## config.mk

```make
export PLATFORM = sky130hd
export DESIGN_NAME = alarm_comp
export DESIGN_NICKNAME = d
export VERILOG_FILES = /design/src/rtl/alarm_comp.sv
export SDC_FILE = /design/constraint.sdc
export NUM_CORES = 1
export LEC_CHECK = 0
export ABC_AREA = 1
export CAP_MARGIN = 0
export CORE_MARGIN = 1
export CORE_UTILIZATION = 54
export DETAILED_ROUTE_END_ITERATION = 8
export GPL_TIMING_DRIVEN = 0
export HOLD_SLACK_MARGIN = 0.02
export PLACE_DENSITY = 0.78
export SLEW_MARGIN = 20
export SYNTH_ARGS = -nofsm -noshare
export SYNTH_HDL_FRONTEND = slang
export SYNTH_SLANG_ARGS = --single-unit
export TNS_END_PERCENT = 1
```

## constraint.sdc

```tcl
create_clock -name clock -period 2.3 [get_ports clock]
set_clock_uncertainty 0.2 [all_clocks]
set_input_delay 0.23 -clock clock [delete_from_list [all_inputs] [get_ports clock]]
set_output_delay 0.23 -clock clock [all_outputs]
set_load 0.01 [all_outputs]
```

## src/rtl/alarm_comp.sv

```systemverilog
// Alarm comparator: rings alerm_output for ring_seconds seconds on each new
// qualified match between the running time word and the stored alarm word.
module alarm_comp #(
    parameter int unsigned second_cnt   = 50_000_000,
    parameter int unsigned ring_seconds = 60
) (
    input  logic        clock,
    input  logic        reset,
    input  logic [17:0] timer_data,
    input  logic [17:0] alerm_data,
    input  logic        alerm_enable,
    output logic        alerm_output
);

    localparam int unsigned PRE_W = (second_cnt   > 1) ? $clog2(second_cnt)   : 1;
    localparam int unsigned SEC_W = (ring_seconds > 1) ? $clog2(ring_seconds) : 1;
    localparam logic [PRE_W-1:0] PRE_MAX = PRE_W'(second_cnt - 1);
    localparam logic [SEC_W-1:0] SEC_MAX = SEC_W'(ring_seconds - 1);

    typedef enum logic {
        IDLE,
        RING
    } state_t;

    state_t             state, state_next;
    logic [PRE_W-1:0]   prescaler, prescaler_next;
    logic [SEC_W-1:0]   seconds, seconds_next;
    logic               match, match_prev, trigger;

    assign match   = alerm_enable && (timer_data == alerm_data);
    assign trigger = match && !match_prev;

    // NOTE: state is updated with non-blocking assignments so every register
    // samples the pre-edge values of its neighbours, regardless of statement order.
    always_ff @(posedge clock) begin
        if (!reset) begin
            state      <= IDLE;
            prescaler  <= '0;
            seconds    <= '0;
            match_prev <= 1'b0;
        end else begin
            state      <= state_next;
            prescaler  <= prescaler_next;
            seconds    <= seconds_next;
            match_prev <= match;
        end
    end

    // NOTE: every output of this block gets a default first, so no path leaves a
    // variable unassigned and no latch is inferred.
    always_comb begin
        state_next     = state;
        prescaler_next = prescaler;
        seconds_next   = seconds;

        if (!alerm_enable) begin
            state_next     = IDLE;
            prescaler_next = '0;
            seconds_next   = '0;
        end else if (trigger) begin
            // A fresh match restarts the full ring even if one is in progress.
            state_next     = RING;
            prescaler_next = '0;
            seconds_next   = '0;
        end else if (state == RING) begin
            if (prescaler == PRE_MAX) begin
                prescaler_next = '0;
                if (seconds == SEC_MAX) begin
                    state_next   = IDLE;
                    seconds_next = '0;
                end else begin
                    seconds_next = seconds + 1'b1;
                end
            end else begin
                prescaler_next = prescaler + 1'b1;
            end
        end
    end

    assign alerm_output = (state == RING);

endmodule

```

==> impl_metrics.ini, run 1 <==
[global_route]
antenna_found_initial = 0
grt-ovfl-total = 0
grt_pass1_wl_um = 9632
grt_max_degree = 11
grtUsageTotal_pct = 24.53
grt_pass1_vias = 2257

[timing]
hold_viol = 0
tightest_slew_ns = 0.3970
slew_headroom_pct = 73.44
slew_viol_final = 0
period_share_pct = 82.84
layout_min_cycle_time_ns = 1.905
worst_slack_ns = 0.3946
fin_tns_setup_ns = 0
setup_viol_count_final = 0
max_freq_mhz = 524.8
grt_setup_unrepaired = false

[worst_setup_path]
ff2ff_setup_slack_ns = 0.39
worst_path_max_delay_cell = dfxtp_1
r2r_start = prescaler[0]$_SDFFE_PP0P_
critPathKind = flip-flop to flip-flop
crit_path_max_fanout = 7
reg2reg_depth = 8
arrival_ns = 1.88
cp-end-kind = flip-flop
crit_required_ns = 2.27
cpLargestDelayFamily = simple AND/OR/NAND/NOR gates
r2r_end = prescaler[21]$_SDFFE_PP0P_
cp-start-kind = flip-flop
path_buf_inv = 0
critPathMaxStageDelay_ns = 0.38
crit_path_cell_trace = ha_1 > nand3_2 > nor2_2 > nand3_1 > nor2_2 > nand2_1 > nand3_1 > nor2_1

[synthesis]
netlist.area_leader.share_pct = 27.43
ys_ff_latch = 34
async_reset_ff_share_pct = 0
syn_area_um2 = 2481
yosys.area_share.simple_pct = 48.56
netlist_instances = 420
ys.flop_type = dfxtp_1
postSynthAreaPerCell_um2 = 5.907
yosys_warnings = 0
synthDistinctLibCells = 33
ys_seq_area_share_pct = 27.43
synth_xor_area_share_pct = 4.236
synth_mux_area_share_pct = 0
synthAdderAreaFrac_pct = 1.009
ys_top_cells_by_area = dfxtp_1 27%, nand2_1 17%, nor2_1 13%
synth.largest_area_cell = dfxtp_1
syn_nets = 461
synth_compound_area_share_pct = 6.001
synth_top_family_by_area = simple AND/OR/NAND/NOR gates
synth_edf_count = 0

[status]
status = finished clean

[hold_path]
hold_start = reset
min_delay_path_depth = 3
hp-class = input port to flip-flop
min_to = match_prev$_SDFF_PN0_

[pwr]
power.total_mw = 1.176
power_density_nw_per_um2 = 389.5
ir_worst_vdd_v = 0.0002392
power.leakage_nw = 1.311

[finish]
mostFrequentLayoutCells = 111 x nand2_1, 88 x nor2_1, 68 x inv_1
final_util_pct = 68.86
stdcell_area_um2 = 3019
antenna_cells = 0
layout.cells.most_common = nand2_1
layout-drive-gt1-share_pct = 8.387
area.growth.synth_to_final_pct = 21.68
finalNetCount = 507

[placed_design]
dp_hpwl_um = 4436
post_dp_cell_area_um2 = 2937
place_ws_ns = 0.1434
numPortBuffers = 39
place.gp.congestion = 0.8460

[floorplanning]
die_x_um = 69.79
io_pins = 40
coreArea_um2 = 4384
initial_core_util_pct = 56.59
dieHeight_um = 69.79
num_rows = 24
die-area_um2 = 4870

[clock_network]
cts_max_level = 2
ctsResizeCount = 0
cts_hold_buf = 0
clock-sinks = 34
cts_root_buf = clkbuf_8
cts_tree = done
clock_tree.buffer_depth = 2
cts_buffers = 5
postCtsSetupBuffers = 0
clkTransAtPathRegs_ns = 0.07
clock_latency_ns = 0.28

[flow_run]
max-cap-violations = 0

[drt]
antenna_left = 0
drt_iter0_markers = 181
dr_total_vias = 2560
post_drt_wl_per_cell_um = 10.50
drt-pass1-iter-count = 4
wl_um = 5431
drc_errors = 0
viasPerCell = 4.952
==> cell usage after synthesis, drive strengths merged, types with 2 or more instances <==
cell,number
nand3b,2
o21bai,4
nand2,114
xor2,10
a21oi,3
ha,2
nor2,97
dfxtp,34
inv,75
nand4,14
o31ai,2
xnor2,2
buf,5
nand3,33
o21ai,11
nor3,6
==> kinds of logic (layout without fill, tap and decap cells) <==
group | after synthesis | in the layout
AND/OR/NAND/NOR | 268 | 268
flip-flops | 34 | 34
AO/OA/AOI/OAI | 23 | 23
buffers and inverters | 81 | 126
XOR/XNOR | 12 | 12
adder cells (fa/ha/maj) | 2 | 2
==> how the worst max path moves through the flow <==
stage | from | end | cells past startpoint | slack (ns)
5_1_grt | prescaler[0]$_SDFFE_PP0P_ | prescaler[21]$_SDFFE_PP0P_ | 8 | 0.22
2_1_floorplan | prescaler[0]$_SDFFE_PP0P_ | seconds[2]$_SDFFE_PP0P_ | 9 | 0.66
4_1_cts | prescaler[0]$_SDFFE_PP0P_ | prescaler[21]$_SDFFE_PP0P_ | 8 | 0.41
3_5_place_dp | alerm_data[14] | prescaler[21]$_SDFFE_PP0P_ | 11 | 0.14
3_3_place_gp | alerm_data[14] | prescaler[10]$_SDFFE_PP0P_ | 11 | 0.18
6_report | prescaler[0]$_SDFFE_PP0P_ | prescaler[21]$_SDFFE_PP0P_ | 8 | 0.39
==> metrics by stage <==
| stage | hold slack, ns | std cells |
|---|---|---|
| CTS | 0.2977 | 517 |
| global route | 0.2991 | 517 |
| finish | 0.3028 | 517 |
| detailed placement | 0.3418 | 511 |
| global placement | 0.3251 | 511 |
| floorplan | 0.1418 | 420 |
==> layer usage <==
metal  vias to the layer above  track usage (%)  share of wire [%]
met1                      1107            32.07                 48
li1                       1380                -                  -
met2                        67            39.64                 45
met3                         6            5.233                5.5
met4                         0            8.889                1.2
met5                         -                0                  0
==> state kept, by name, summed over array words and instances, names as in the netlist <==
signal and cells:
alerm_output 1, seconds 6, prescaler 26, match_prev 1
==> where the power goes <==
part	switching, mW	total, mW	internal, mW
Clock	0.205	0.436	0.231
Sequential	0.000000337	0.589	0.589
Combinational	0.0670	0.152	0.0846
==> worst register-to-register path, cell delays in order (launching register included) <==
cell and delay (ns):
dfxtp_1 0.38, ha_1 0.20, nand3_2 0.12, nor2_2 0.13, nand3_1 0.10, nor2_2 0.20, nand2_1 0.24, nand3_1 0.17
nor2_1 0.06
==> final cells by class <==
type                    instances  area, um^2
multi-input cells             305        1484
fillers                       433        1365
flip-flops and latches         34       680.7
repair buffers                 39       390.4
inverters                      76       285.3
clock buffers                   6       82.58
well taps                      52       65.06
plain buffers                   5       31.28
Power figures use the tool's default switching activity.
==> run 2: changes to the inputs <==
--- a/config.mk
+++ b/config.mk
@@ -8,11 +8,11 @@
 export ABC_AREA = 1
 export CAP_MARGIN = 0
 export CORE_MARGIN = 1
-export CORE_UTILIZATION = 54
+export CORE_UTILIZATION = 49
 export DETAILED_ROUTE_END_ITERATION = 8
 export GPL_TIMING_DRIVEN = 0
 export HOLD_SLACK_MARGIN = 0.02
-export PLACE_DENSITY = 0.78
+export PLACE_DENSITY = 0.75
 export SLEW_MARGIN = 20
 export SYNTH_ARGS = -nofsm -noshare
 export SYNTH_HDL_FRONTEND = slang
==> constraint.sdc (replaced) <==
create_clock -name clock -period 1.6 [get_ports clock]
set_clock_uncertainty 0.2 [all_clocks]
set_input_delay 0.16 -clock clock [delete_from_list [all_inputs] [get_ports clock]]
set_output_delay 0.16 -clock clock [all_outputs]
set_load 0.01 [all_outputs]
==> run 2 against run 1 <==
The flow now finishes with violations (negative setup slack). Cell area rose by 15%. Combinational power rose by 66%. Die area increased by 9.9%. Global-route usage rose by 0.41 points. Cell count up 6.4%. Clock power grew 77%. Largest power group unchanged.
==> impl_metrics.ini, run 2 (synthesis results as in run 1) <==
[global_route]
grt-ovfl-total = 0
antenna_found_initial = 0
grt_max_degree = 11
grt_pass1_vias = 2528
grt_pass1_wl_um = 10400
grtUsageTotal_pct = 24.93

[drt]
wl_um = 6692
drt_iter0_markers = 160
post_drt_wl_per_cell_um = 12.17
drt-pass1-iter-count = 4
viasPerCell = 4.960
antenna_left = 0
dr_total_vias = 2728
drc_errors = 0

[finish]
mostFrequentLayoutCells = 95 x nand2_1, 81 x nor2_1, 65 x inv_1
stdcell_area_um2 = 3481
area.growth.synth_to_final_pct = 40.29
layout-drive-gt1-share_pct = 21.53
largest_register_ffs = 26
finalNetCount = 523
layout.cells.most_common = nand2_1
regMostFlops = prescaler
antenna_cells = 0
reg.largest.list = prescaler: 26 flops, seconds: 6 flops

[clock_network]
clock_tree.buffer_depth = 2
cts_tree = done
clock_latency_ns = 0.29
cts_max_level = 2
cts_buffers = 5
cts_root_buf = clkbuf_8
clock-sinks = 34
clkTransAtPathRegs_ns = 0.07

[floorplanning]
die_x_um = 73.16
io_pins = 40
initial_core_util_pct = 51.84
coreArea_um2 = 4786
num_rows = 25
die-area_um2 = 5352
dieHeight_um = 73.16

[placed_design]
place_ws_ns = -0.4675
dp_hpwl_um = 4551
place.gp.congestion = 0.8885
numPortBuffers = 39
post_dp_cell_area_um2 = 2970

[timing]
layout_min_cycle_time_ns = 1.716
tightest_slew_ns = 0.3031
worst_slack_ns = -0.1163
slew_headroom_pct = 79.68
setup_viol_count_final = 32
grt_setup_unrepaired = true
slew_viol_final = 0
hold-worst-slack_ns = 0.1199
max_freq_mhz = 582.7
period_share_pct = 107.3
hold_viol = 0

[worst_setup_path]
crit_path_cell_trace = ha_4 > nand3_4 > nor2_4 > inv_2 > nor2_4 > nand3_4 > buf_6 > nand2_2 > nand2_2 > inv_2 > nor2_1
r2r_start = prescaler[1]$_SDFFE_PP0P_
cpLargestDelayFamily = simple AND/OR/NAND/NOR gates
cp-end-kind = flip-flop
crit_path_max_fanout = 5
r2r_end = seconds[1]$_SDFFE_PP0P_
ff2ff_setup_slack_ns = -0.12
reg2reg_depth = 11
crit_required_ns = 1.59
worst_path_max_delay_cell = dfxtp_2
critPathKind = flip-flop to flip-flop
arrival_ns = 1.71
path_buf_inv = 3
critPathMaxStageDelay_ns = 0.36
cp-start-kind = flip-flop

[pwr]
power_density_nw_per_um2 = 536.9
power.leakage_nw = 1.680
power.total_mw = 1.869
ir_worst_vdd_v = 0.0004298

[status]
violations = negative setup slack
status = finished with violations

[hold_path]
hp-class = input port to flip-flop
min_delay_path_depth = 6
min_to = match_prev$_SDFF_PN0_
hold_start = timer_data[2]

[flow_run]
max-cap-violations = 0
[run 2: through the flow]
| step | util [%] | setup TNS [ns] | cells |
|---|---|---|---|
| after detailed placement | 62.07 | -13.83 | 526 |
| after global placement | 62.07 | -12.43 | 526 |
| after global routing | 72.73 | -5.285 | 550 |
| after floorplan | - | 0 | 420 |
| after CTS | 67.90 | -1.216 | 543 |
| final | 72.73 | -2.072 | 550 |
[run 2: power breakdown]
group / internal (mW) / switching, mW
logic: 0.137 / 0.116
clock network: 0.466 / 0.306
registers: 0.844 / 0.000000469
total: 1.45 / 0.422
[run 2: worst register-to-register path: stages, from the launching register on]
cell	delay, ns
dfxtp_2	0.36
ha_4	0.15
nand3_4	0.11
nor2_4	0.15
inv_2	0.06
nor2_4	0.11
nand3_4	0.14
buf_6	0.18
nand2_2	0.06
nand2_2	0.05
inv_2	0.04
nor2_1	0.03
[run 2: how the worst max path moves through the flow]
stage                                   start  cells past startpoint                          to  slack (ns)
global placement                alerm_data[4]                     11  prescaler[13]$_SDFFE_PP0P_       -0.41
floorplan           prescaler[1]$_SDFFE_PP0P_                      9     seconds[2]$_SDFFE_PP0P_        0.02
finish              prescaler[1]$_SDFFE_PP0P_                     11     seconds[1]$_SDFFE_PP0P_       -0.12
CTS                 prescaler[0]$_SDFFE_PP0P_                      9     seconds[4]$_SDFFE_PP0P_       -0.06
global route        prescaler[1]$_SDFFE_PP0P_                     10     seconds[0]$_SDFFE_PP0P_       -0.20
detailed placement             alerm_data[14]                     11  prescaler[12]$_SDFFE_PP0P_       -0.47
[run 2: metal layers]
| metal | up-vias | GRT usage (%) | part of all wire (%) |
|---|---|---|---|
| met1 | 1223 | 31.30 | 45 |
| li1 | 1414 | - | - |
| met4 | 0 | 8.061 | 2.2 |
| met3 | 17 | 4.006 | 5.0 |
| met5 | - | 0 | 0 |
| met2 | 74 | 43.31 | 48 |
[run 2: final cells by class]
type / count / area, um^2
multi-input combinational: 305 / 1632
fill: 396 / 1305
sequential: 34 / 700.7
timing repair buffer: 55 / 614.3
inverter: 76 / 286.5
tap: 67 / 83.83
clock buffer: 7 / 76.32
buffer: 5 / 57.56
clock inverter: 1 / 30.03
[run 2: repair_timing]
item,in CTS,in global routing
setup endpoints to repair,34,34
buffers inserted,8,4
pin swaps,11,22
gates cloned,1,3
hold buffers,0,0
gates resized for setup,31,63
==> run 3: changes to the inputs <==
--- a/config.mk
+++ b/config.mk
@@ -13,6 +13,7 @@
 export GPL_TIMING_DRIVEN = 0
 export HOLD_SLACK_MARGIN = 0.02
 export PLACE_DENSITY = 0.75
+export SETUP_SLACK_MARGIN = 0.2
 export SLEW_MARGIN = 20
 export SYNTH_ARGS = -nofsm -noshare
 export SYNTH_HDL_FRONTEND = slang
==> run 3 against run 2 <==
The run still ends with negative setup slack left. Worst setup slack improved by 0.0038 ns. First-iteration DRC count down 46%. Power fell by 10%. Worst hold slack improved by 0.016 ns. Non-clock buffer count increased by 2. Largest cell class unchanged.
==> impl_metrics.ini, run 3 (synthesis results as in run 1) <==
[status]
status = finished with violations
violations = negative setup slack

[worst_setup_path]
ff2ff_setup_slack_ns = -0.11
critPathKind = flip-flop to flip-flop
cp-end-kind = flip-flop
cp-start-kind = flip-flop
arrival_ns = 1.70
crit_path_cell_trace = nand2_1 > nor3_2 > nand2_2 > nor2_4 > nand3_4 > buf_8 > o21ai_2 > nor2_1
worst_path_max_delay_cell = dfxtp_2
crit_path_max_fanout = 5
critPathMaxStageDelay_ns = 0.34
crit_required_ns = 1.59

[global_route]
grt_pass1_wl_um = 10180
grt-ovfl-total = 0
grt_max_degree = 11
grtUsageTotal_pct = 24.12
antenna_found_initial = 0
grt_pass1_vias = 2460

[finish]
antenna_cells = 0
fillers = 401
reg.largest.list = prescaler: 26 flops, seconds: 6 flops
largest_register_ffs = 26
regMostFlops = prescaler
area.growth.synth_to_final_pct = 38.58
layout.cells.most_common = nand2_1
final_util_pct = 71.84
layout-drive-gt1-share_pct = 21.69
stdcell_area_um2 = 3438
mostFrequentLayoutCells = 96 x nand2_1, 80 x nor2_1, 67 x inv_1
finalNetCount = 525

[pwr]
power_density_nw_per_um2 = 488.8
power.leakage_nw = 1.680
power.total_mw = 1.681
ir_worst_vdd_v = 0.0003709

[drt]
drc_errors = 0
drt_iter0_markers = 86
post_drt_wl_per_cell_um = 11.21
drt-pass1-iter-count = 4
wl_um = 6178
viasPerCell = 4.893
dr_total_vias = 2696
antenna_left = 0

[clock_network]
cts_root_buf = clkbuf_8
clkTransAtPathRegs_ns = 0.07
cts_tree = done
clock_latency_ns = 0.29
clock_tree.buffer_depth = 2
clock-sinks = 34
cts_max_level = 2
cts_buffers = 5
cts_hold_buf = 0

[placed_design]
post_dp_cell_area_um2 = 2983
place_ws_ns = -0.4649
dp_hpwl_um = 4466
numPortBuffers = 39
place.gp.congestion = 0.8398

[floorplanning]
initial_core_util_pct = 51.84
die_x_um = 73.16
dieHeight_um = 73.16
io_pins = 40
num_rows = 25
coreArea_um2 = 4786
die-area_um2 = 5352

[flow_run]
max-cap-violations = 0

[hold_path]
hp-class = input port to flip-flop

[timing]
grt_setup_unrepaired = true
max_freq_mhz = 584.0
hold-worst-slack_ns = 0.1363
slew_viol_final = 0
period_share_pct = 107.0
layout_min_cycle_time_ns = 1.712
slew_headroom_pct = 80.01
tightest_slew_ns = 0.2972
worst_slack_ns = -0.1124
setup_viol_count_final = 26
hold_viol = 0
[run 3: cell count changes in the layout (fill, tap and decap cells not counted), moves of 2 or more]
| cell | before | now |
|---|---|---|
| inv_2 | 10 | 7 |
| clkinv_2 | 1 | 3 |
| inv_1 | 65 | 67 |
| o21ai_0 | 4 | 6 |
| o21ai_1 | 3 | 1 |
| buf_4 | 11 | 16 |
| clkbuf_1 | 2 | 0 |
[run 3: repair_timing]
item | 4_1_cts | 5_1_grt
cloned | 1 | 0
pin swaps | 13 | 25
setup endpoints to repair | 34 | 34
resized for setup | 33 | 52
setup buffers | 7 | 10
[run 3: final timing paths]
check / depth (start not counted) / endpoint / startpoint
hold / removal: 6 / match_prev$_SDFF_PN0_ / timer_data[5]
setup reg to reg: 8 / seconds[2]$_SDFFE_PP0P_ / prescaler[25]$_SDFFE_PP0P_
setup / recovery: 8 / seconds[2]$_SDFFE_PP0P_ / prescaler[25]$_SDFFE_PP0P_
hold reg to reg: 4 / prescaler[23]$_SDFFE_PP0P_ / prescaler[23]$_SDFFE_PP0P_
[run 3: power breakdown]
part           switching, mW  internal (mW)
combinational          0.109          0.125
sequential       0.000000488          0.844
clock                  0.311          0.292
[run 3: metrics by stage]
step | cells | TNS [ns]
3_5_place_dp | 526 | -13.88
4_1_cts | 541 | -1.013
6_report | 551 | -1.620
3_3_place_gp | 526 | -13.53
5_1_grt | 551 | -4.589
2_1_floorplan | 420 | 0
[run 3: layer usage]
metal | vias to the layer above | part of all wire [%] | track usage (%) | wire, um
li1 | 1416 | - | - | -
met1 | 1208 | 47 | 31.26 | 2877
met2 | 59 | 48 | 40.64 | 2968
met3 | 13 | 3.7 | 3.591 | 228
met4 | 0 | 1.7 | 8.279 | 104
met5 | - | 0 | 0 | 0
[run 3: area by class of cell]
| class | count | area [um^2] | share of cell area (%) |
|---|---|---|---|
| buffer | 5 | 53.80 | 1.565 |
| clock buffer | 5 | 68.82 | 2.001 |
| clock inverter | 2 | 10.01 | 0.2911 |
| inverter | 76 | 289.0 | 8.406 |
| multi-input combinational | 305 | 1632 | 47.45 |
| sequential | 34 | 700.7 | 20.38 |
| tap | 67 | 83.83 | 2.438 |
| timing repair buffer | 57 | 600.6 | 17.47 |
[run 3: worst max-delay path, delay by kind of cell (launching register included)]
family,cells,cell delay [ns]
DFF,1,0.34
and+or+nand+nor,6,0.77
AOI/OAI and AO/OA,1,0.12
buffers and inverters,1,0.17
